`src/rtl/memc_deskew_drain.sv`:
```
// rtl/memc_deskew_drain.sv - realigns a skewed systolic result stream into rows and drains them via valid/ready
//
// Ports:
//   clk, rst              clock, asynchronous active-high reset
//   in_valid, Cin         lane 0 qualifier and skewed lanes (lane i at bits [i*BITS_C +: BITS_C])
//   in_ready              room for another row, counting rows still in the deskew chain
//   out_valid, out_ready  handshake for the aligned row at the head of the buffer
//   Cout                  aligned row (zero while out_valid is low)
//   row_idx               position of the row on Cout within its DIM-row matrix
//   done                  one-cycle pulse after the last row of a matrix is popped
//   overflow              sticky: an aligned row was dropped because the buffer was full
module memc_deskew_drain #(
    parameter int BITS_C = 16,
    parameter int DIM    = 8
) (
    input  logic                   clk,
    input  logic                   rst,
    input  logic                   in_valid,
    input  logic [DIM*BITS_C-1:0]  Cin,
    output logic                   in_ready,
    output logic                   out_valid,
    input  logic                   out_ready,
    output logic [DIM*BITS_C-1:0]  Cout,
    output logic [$clog2(DIM)-1:0] row_idx,
    output logic                   done,
    output logic                   overflow
);
    localparam int PW = $clog2(DIM);
    localparam int CW = $clog2(DIM + 1);
    localparam int SW = $clog2(2 * DIM);
    localparam int RW = DIM * BITS_C;

    typedef enum logic [1:0] {IDLE, FILL, DRAIN} state_t;

    logic [RW-1:0]  aligned;
    logic [DIM-2:0] vchain;
    logic           aligned_valid;

    logic [RW-1:0]  mem [DIM];
    logic [PW-1:0]  wr_ptr;
    logic [PW-1:0]  rd_ptr;
    logic [CW-1:0]  count;
    logic [PW-1:0]  drain;
    logic           full;
    logic           pop;
    logic           push_ok;
    logic [SW-1:0]  pending;
    state_t         state;
    state_t         state_next;

    function automatic logic [PW-1:0] inc(input logic [PW-1:0] p);
        return (p == PW'(DIM - 1)) ? '0 : p + PW'(1);
    endfunction

    // Lane i is delayed DIM-1-i cycles so that every lane lines up with the
    // last lane, which passes straight through.
    for (genvar i = 0; i < DIM; i++) begin : g_lane
        localparam int L = DIM - 1 - i;
        if (L == 0) begin : g_pass
            assign aligned[i*BITS_C +: BITS_C] = Cin[i*BITS_C +: BITS_C];
        end else begin : g_chain
            logic [BITS_C-1:0] chain [L];
            always_ff @(posedge clk or posedge rst) begin
                if (rst) begin
                    for (int k = 0; k < L; k++) chain[k] <= '0;
                end else begin
                    chain[0] <= Cin[i*BITS_C +: BITS_C];
                    for (int k = 1; k < L; k++) chain[k] <= chain[k-1];
                end
            end
            assign aligned[i*BITS_C +: BITS_C] = chain[L-1];
        end
    end

    always_ff @(posedge clk or posedge rst) begin
        if (rst) begin
            vchain <= '0;
        end else begin
            vchain[0] <= in_valid;
            for (int k = 1; k < DIM - 1; k++) vchain[k] <= vchain[k-1];
        end
    end

    assign aligned_valid = vchain[DIM-2];

    assign out_valid = (count != '0);
    assign full      = (count == CW'(DIM));
    assign pop       = out_valid & out_ready;
    // A pop in the same cycle frees the head slot, so a full buffer still accepts.
    assign push_ok   = aligned_valid & (~full | pop);

    always_ff @(posedge clk) begin
        if (push_ok) mem[wr_ptr] <= aligned;
    end

    always_ff @(posedge clk or posedge rst) begin
        if (rst) begin
            wr_ptr   <= '0;
            rd_ptr   <= '0;
            count    <= '0;
            drain    <= '0;
            done     <= 1'b0;
            overflow <= 1'b0;
        end else begin
            if (push_ok) wr_ptr <= inc(wr_ptr);
            if (pop) begin
                rd_ptr <= inc(rd_ptr);
                drain  <= inc(drain);
            end
            case ({push_ok, pop})
                2'b10:   count <= count + CW'(1);
                2'b01:   count <= count - CW'(1);
                default: count <= count;
            endcase
            done     <= pop & (drain == PW'(DIM - 1));
            overflow <= overflow | (aligned_valid & full & ~pop);
        end
    end

    assign Cout    = out_valid ? mem[rd_ptr] : '0;
    assign row_idx = drain;

    // Rows already in the deskew chain will land in the buffer regardless of
    // in_ready, so they are reserved here.
    always_comb begin
        pending = SW'(count);
        for (int k = 0; k < DIM - 1; k++) pending = pending + SW'(vchain[k]);
    end

    assign in_ready = (pending < SW'(DIM));

    always_ff @(posedge clk or posedge rst) begin
        if (rst) state <= IDLE;
        else     state <= state_next;
    end

    always_comb begin
        state_next = state;
        case (state)
            IDLE:    if (vchain != '0) state_next = FILL;
            FILL:    if (count != '0) state_next = DRAIN;
            DRAIN:   if (count == '0 && vchain == '0) state_next = IDLE;
            default: state_next = IDLE;
        endcase
    end
endmodule

```
`config.mk`:
```
export PLATFORM = sky130hd
export DESIGN_NAME = memc_deskew_drain
export DESIGN_NICKNAME = d
export VERILOG_FILES = /design/src/rtl/memc_deskew_drain.sv
export SDC_FILE = /design/constraint.sdc
export NUM_CORES = 1
export LEC_CHECK = 0
export ABC_AREA = 1
export CAP_MARGIN = 20
export CORE_MARGIN = 2
export CORE_UTILIZATION = 40
export DETAILED_ROUTE_END_ITERATION = 8
export GPL_TIMING_DRIVEN = 1
export PLACE_DENSITY_LB_ADDON = 0.12
export SYNTH_ARGS = -nofsm -noshare
export SYNTH_HDL_FRONTEND = slang
export SYNTH_SLANG_ARGS = --single-unit
```
`constraint.sdc`:
```
create_clock -name clk -period 26.4 [get_ports clk]
set_input_delay 3.96 -clock clk [delete_from_list [all_inputs] [get_ports clk]]
set_output_delay 3.96 -clock clk [all_outputs]
set_load 0.01 [all_outputs]
```
==> flow_metrics.py, run 1 <==
metrics = {
    "run_status": {
        "status": "finished, final reports clean",
    },
    "route": {
        "wl_um": 118000,
        "drc_errors": 0,
        "vias": 28800,
        "ant_nets": 0,
        "vias_per_cell": 5.00,
        "drt-wirelength-per-cell_um": 20.5,
        "first_pass_iters": 5,
        "drtIter0Drc": 2265,
    },
    "clock_tree": {
        "post-cts-setup-buffers": 0,
        "cts_sinks": 1494,
        "worstSkewPairLatency_ns": 0.79,
        "cts_buffers": 160,
        "ctsHoldBuffers": 0,
        "cts-root-buf": "clkbuf_16",
        "ctsResizeCount": 0,
        "path_clk_slew_ns": 0.06,
        "cts_tree": "done",
        "cts_buffer_depth": 3,
        "cts_htree_levels": 4,
    },
    "yosys": {
        "synth_ff_type": "edfxtp_1",
        "synth_edf_count": 1024,
        "ys_ff_latch": 1494,
        "synth_nets": 3761,
        "yosysSeqAreaShare_pct": 80.9,
        "syn_area_mm2": 0.0525,
        "ys_types": 29,
        "avgSynthCellArea_um2": 14.5,
        "yosysWarnings": 0,
        "postSynth.asyncResetShare_pct": 31.5,
        "netlist_instances": 3612,
    },
    "critical_path": {
        "crit_buf_inv": 4,
        "crit_fanout": 202,
        "start_kind": "flip-flop",
        "cpLargestDelayFamily": "buffers and inverters",
        "required_ns": 22.44,
        "crit_path_end_kind": "primary output",
        "worstSetupPathType": "flip-flop to primary output",
        "cp_slowest_stage_delay_ns": 0.81,
        "critPathSlowestCell": "buf_4",
        "path_common_cell": "nor2_1",
        "crit_arrival_ns": 5.18,
        "crit_chain": "buf_12 > buf_4 > buf_4 > nor2_1 > nor2_1 > o21ai_0 > o211ai_1 > nand2_1 > nor2_1 > clkdlybuf4s50_1",
    },
    "timing": {
        "final.setup.tns_ns": 0,
        "setup_viol": 0,
        "rsz0062_at_grt": "no",
        "max_freq_ghz": 0.109,
        "relSlewSlack_pct": 25.2,
        "tightest_slew_ns": 1.12,
        "skew_ns": 0.0534,
        "min_period_over_period_pct": 34.6,
        "period_minus_slack_ns": 9.14,
        "drv_slew": 0,
        "hold_violations": 0,
    },
    "die": {
        "ioPinCount": 267,
        "row_count": 132,
        "die_x_um": 366,
        "core_area_mm2": 0.130,
        "die_y_um": 366,
        "start_util_pct": 40.4,
        "die-area_mm2": 0.134,
    },
    "placed_design": {
        "port_buffers": 266,
        "gp_congestion": 0.713,
        "dpl.hpwl_um": 58300,
        "dp_cells": 5451,
    },
    "layout": {
        "final_util_pct": 47.8,
        "register_area_mm2": 0.0425,
        "fillers": 11300,
        "layout.nets": 4020,
        "drive_gt1_share_pct": 7.66,
        "multiInputGateArea_mm2": 0.00881,
        "final_cells": 5752,
        "area_growth_pct": 18.1,
        "insertedDiodeCount": 0,
    },
    "global_route": {
        "grt_max_degree": 246,
        "grt_pass1_vias": 29000,
        "grt_overflow_total": 0,
        "grt_pass1_wl_um": 181000,
        "antenna_found_initial": 5,
        "grtUsageTotal_pct": 17.7,
    },
    "pwr": {
        "power_mw": 7.23,
        "p_leak_nw": 22.4,
        "peakVddDrop_mv": 0.137,
        "p_per_area_mw_per_mm2": 116,
    },
    "hold_path": {
        "worstHoldPathType": "flip-flop to flip-flop",
    },
    "flow_run": {
        "drv_cap": 0,
    },
}
metal layers:
metal	wire (um)	global-route usage, %	vias to the layer above	part of all wire [%]
met5	7	0	-	0.0059
met1	54300	24.3	14600	46
li1	-	-	13400	-
met2	56500	29.0	516	48
met3	4680	3.24	173	4.0
met4	2320	5.05	2	2.0
stage by stage:
step	area (um^2)	setup slack (ns)	hold WS, ns
6_report	62100	17.26	0.336
5_1_grt	62100	16.93	0.340
4_1_cts	62100	17.18	0.337
3_5_place_dp	56700	18.02	0.335
3_3_place_gp	56700	17.98	0.331
2_1_floorplan	52500	9.33	0.331
where the power goes:
group | switching [mW] | internal, mW | total [mW]
clock | 0.919 | 1.33 | 2.25
combinational | 1.34 | 0.748 | 2.09
sequential | 0.105 | 2.79 | 2.89
registers in the layout (all words and copies together), names as in the netlist:
register and cells:
overflow 1, vchain 7, done 1, wr_ptr 3, aligned 96, g_lane.g_chain.chain 352, count 4, rd_ptr 3
mem 1024, row_idx 3
worst register-to-register path, delay by kind of cell, from the launching register on:
kind          cells  cell delay, ns
simple gates      5            1.42
flops             1            0.47
buf+inv           3            1.66
synthesized netlist by cell type (14+ instances only):
library cell | n | share of area [%]
o22ai_1 | 128 | 1.5
o211ai_1 | 128 | 1.8
dfrtp_1 | 470 | 22
buf_2 | 26 | 0.25
ha_1 | 14 | 0.33
buf_4 | 26 | 0.37
buf_6 | 31 | 0.66
o21ai_0 | 494 | 4.7
nand2_1 | 162 | 1.2
edfxtp_1 | 1024 | 59
buf_1 | 20 | 0.14
nor2_1 | 912 | 6.5
clkbuf_1 | 106 | 0.76
inv_1 | 19 | 0.14
o21ai_1 | 26 | 0.25
layout by cell type, fill, tap and decap left out, types with 8 or more instances in the layout:
cell / Yosys / final
clkdlybuf4s50_1: 0 / 266
dfrtp_1: 470 / 467
ha_1: 14 / 14
clkbuf_1: 106 / 39
nand2_1: 162 / 161
edfxtp_1: 1024 / 1024
o21ai_0: 494 / 494
nor2_4: 0 / 8
clkbuf_16: 0 / 165
o22ai_1: 128 / 128
clkbuf_8: 0 / 26
o21ai_1: 26 / 26
clkinv_2: 0 / 27
buf_4: 26 / 41
bufinv_16: 0 / 10
nor2_1: 912 / 904
o211ai_1: 128 / 128
clkinv_1: 0 / 15
inv_1: 19 / 18
final cells by class:
class                           count  share of cell area (%)
Sequential cell                  1494                    68.5
Inverter                           21                   0.169
Multi-Input combinational cell   1883                    14.2
Timing Repair Buffer              311                    4.91
Clock buffer                      230                    7.46
Clock inverter                     71                    1.26
Tap cell                         1742                    3.51
final timing paths:
check	cells past startpoint	startpoint	endpoint	slack, ns
setup / recovery	10	rd_ptr[0]	Cout[77]	17.26
hold / removal	0	g_lane[3].g_chain.chain[41]	g_lane[3].g_chain.chain[25]	0.34
setup reg to reg	8	count[0]	mem[3][63]	22.48
hold reg to reg	0	g_lane[3].g_chain.chain[41]	g_lane[3].g_chain.chain[25]	0.34
max in group asynchronous	4	rst	g_lane[5].g_chain.chain[27]	20.56
min in group asynchronous	2	rst	g_lane[1].g_chain.chain[82]	3.70
cell families (layout without fill, tap and decap cells):
| group | Yosys count | after routing | synth area share, % |
|---|---|---|---|
| and+or+nand+nor | 1080 | 1080 | 7.73 |
| DFF | 1494 | 1494 | 80.9 |
| xor gates and xnor gates | 5 | 5 | 0.0833 |
| AOI/OAI and AO/OA | 781 | 781 | 8.37 |
| buffers and inverters | 235 | 633 | 2.46 |
| adders and majority gates | 17 | 17 | 0.448 |
Note: power is estimated with default switching activity, not from simulation.
==> run 2, diff against run 1 <==
==> constraint.sdc (replaced) <==
create_clock -name clk -period 8.3 [get_ports clk]
set_input_delay 1.245 -clock clk [delete_from_list [all_inputs] [get_ports clk]]
set_output_delay 1.245 -clock clk [all_outputs]
set_load 0.01 [all_outputs]
==> run 2 against run 1 <==
Compared with the run above: via count down 0.41%; global-route usage barely moved; combinational power grew to 3.2 times the previous value; first-iteration DRC count decreased by 3.3%; clock-buffer cell count did not move; wire length grew 0.62%; sequential cell count is the same.
==> flow_metrics.py, run 2 (synthesis gave the netlist of run 1 again) <==
metrics = {
    "timing": {
        "relSlewSlack_pct": 27.6,
        "tightest_slew_ns": 1.08,
        "setup_viol": 0,
        "period_minus_slack_ns": 5.52,
        "min_period_over_period_pct": 66.5,
        "max_freq_ghz": 0.181,
        "fin_ws_ns": 2.78,
        "rsz0062_at_grt": "no",
        "skew_ns": 0.0198,
        "drv_slew": 0,
        "final.setup.tns_ns": 0,
        "hold_violations": 0,
    },
    "clock_tree": {
        "cts-root-buf": "clkbuf_16",
        "cts_sinks": 1494,
        "cts_buffers": 159,
        "worstSkewPairLatency_ns": 0.78,
        "cts_htree_levels": 4,
        "cts_buffer_depth": 3,
        "post-cts-setup-buffers": 0,
        "ctsResizeCount": 0,
        "path_clk_slew_ns": 0.06,
        "cts_tree": "done",
        "ctsHoldBuffers": 0,
    },
    "critical_path": {
        "reg2reg_setup_slack_ns": 4.80,
        "r2r_start": "count[0]",
        "crit_path_end_kind": "primary output",
        "start_kind": "flip-flop",
        "crit_arrival_ns": 4.27,
        "worstSetupPathType": "flip-flop to primary output",
        "required_ns": 7.05,
        "reg2reg_to": "mem[6][85]",
        "reg2reg_depth": 7,
        "crit_fanout": 200,
    },
    "hold_path": {
        "worstHoldPathType": "flip-flop to flip-flop",
        "min_to": "g_lane[3].g_chain.chain[47]",
        "hp-start": "g_lane[3].g_chain.chain[63]",
        "hold_depth": 0,
    },
    "layout": {
        "area_growth_pct": 18.0,
        "largest_reg_flops": 1024,
        "drive_gt1_share_pct": 7.26,
        "layout.nets": 4017,
        "insertedDiodeCount": 0,
        "top_register": "mem",
        "final_common_cell": "edfxtp_1",
        "final_cell_mix": "edfxtp_1 (1,024), nor2_1 (904), o21ai_0 (494)",
        "final_cell_area_mm2": 0.0620,
    },
    "route": {
        "drt-wirelength-per-cell_um": 20.6,
        "wl_um": 119000,
        "vias": 28600,
        "first_pass_iters": 5,
        "drc_errors": 0,
        "ant_nets": 0,
        "drtIter0Drc": 2191,
        "vias_per_cell": 4.98,
    },
    "global_route": {
        "grt_max_degree": 213,
        "grt_pass1_vias": 28400,
        "antenna_found_initial": 2,
        "grtUsageTotal_pct": 17.7,
        "grt_pass1_wl_um": 181000,
        "grt_overflow_total": 0,
    },
    "pwr": {
        "p_per_area_mw_per_mm2": 369,
        "p_leak_nw": 22.3,
        "peakVddDrop_mv": 0.257,
    },
    "die": {
        "ioPinCount": 267,
        "die_x_um": 366,
        "core_area_mm2": 0.130,
        "die_y_um": 366,
        "row_count": 132,
        "die-area_mm2": 0.134,
        "start_util_pct": 40.4,
    },
    "run_status": {
        "status": "finished, final reports clean",
    },
    "flow_run": {
        "drv_cap": 0,
    },
    "placed_design": {
        "placed_cell_area_mm2": 0.0567,
        "dpl.hpwl_um": 56500,
        "port_buffers": 266,
        "place_ws_ns": 3.46,
        "gp_congestion": 0.694,
    },
}
[run 2: cell count changes in the layout (fill, tap and decap cells not counted), sizes merged]
cell / previous run / this run
buf: 45 / 43
bufinv: 10 / 11
clkinv: 52 / 46
clkinvlp: 1 / 5
inv: 29 / 28
[run 2: worst max-delay path by stage]
stage / end / startpoint / slack [ns]
after CTS: Cout[79] / rd_ptr[0] / 2.60
final: Cout[47] / rd_ptr[0] / 2.78
after detailed placement: Cout[79] / rd_ptr[0] / 3.46
after floorplan: mem[0][0] / out_ready / 0.64
after global placement: Cout[79] / rd_ptr[0] / 3.46
after global routing: Cout[82] / rd_ptr[0] / 2.47
[run 2: through the flow]
| stage | hold slack (ns) | total power [mW] | std cells | util [%] |
|---|---|---|---|---|
| finish | 0.337 | 22.9 | 5748 | 47.7 |
| global route | 0.345 | 24.2 | 5748 | 47.7 |
| CTS | 0.336 | 23.3 | 5748 | 47.7 |
| detailed placement | 0.335 | 16.2 | 5449 | 43.6 |
| global placement | 0.331 | 16.2 | 5449 | 43.6 |
| floorplan | 0.331 | 13.3 | 3612 | - |
[run 2: final cells by class]
class                   count  area, um^2
fillers                 11300       68000
flip-flops and latches   1494       42500
multi-input cells        1883        8810
clock buffers             230        4560
repair buffers            309        3120
well taps                1742        2180
clock inverters            69         704
inverters                  21         101
[run 2: power breakdown]
part	switching (mW)	internal (mW)
registers	0.349	8.86
clock network	2.85	4.17
logic	4.28	2.39
[run 2: layer usage]
layer	GRT usage [%]	up-vias	wire length, um
li1	-	13400	-
met1	24.6	14500	54600
met2	28.4	585	56200
met3	3.39	164	5000
met4	5.43	0	2670
met5	0	-	0
[run 2: critical path, stage by stage (launching register included)]
cell	delay, ns
dfrtp_4	0.97
buf_12	0.62
nor2_1	0.11
nor2_1	0.11
o21ai_0	0.10
o211ai_1	0.12
nand2_1	0.07
nor2_1	0.41
clkdlybuf4s50_1	0.65
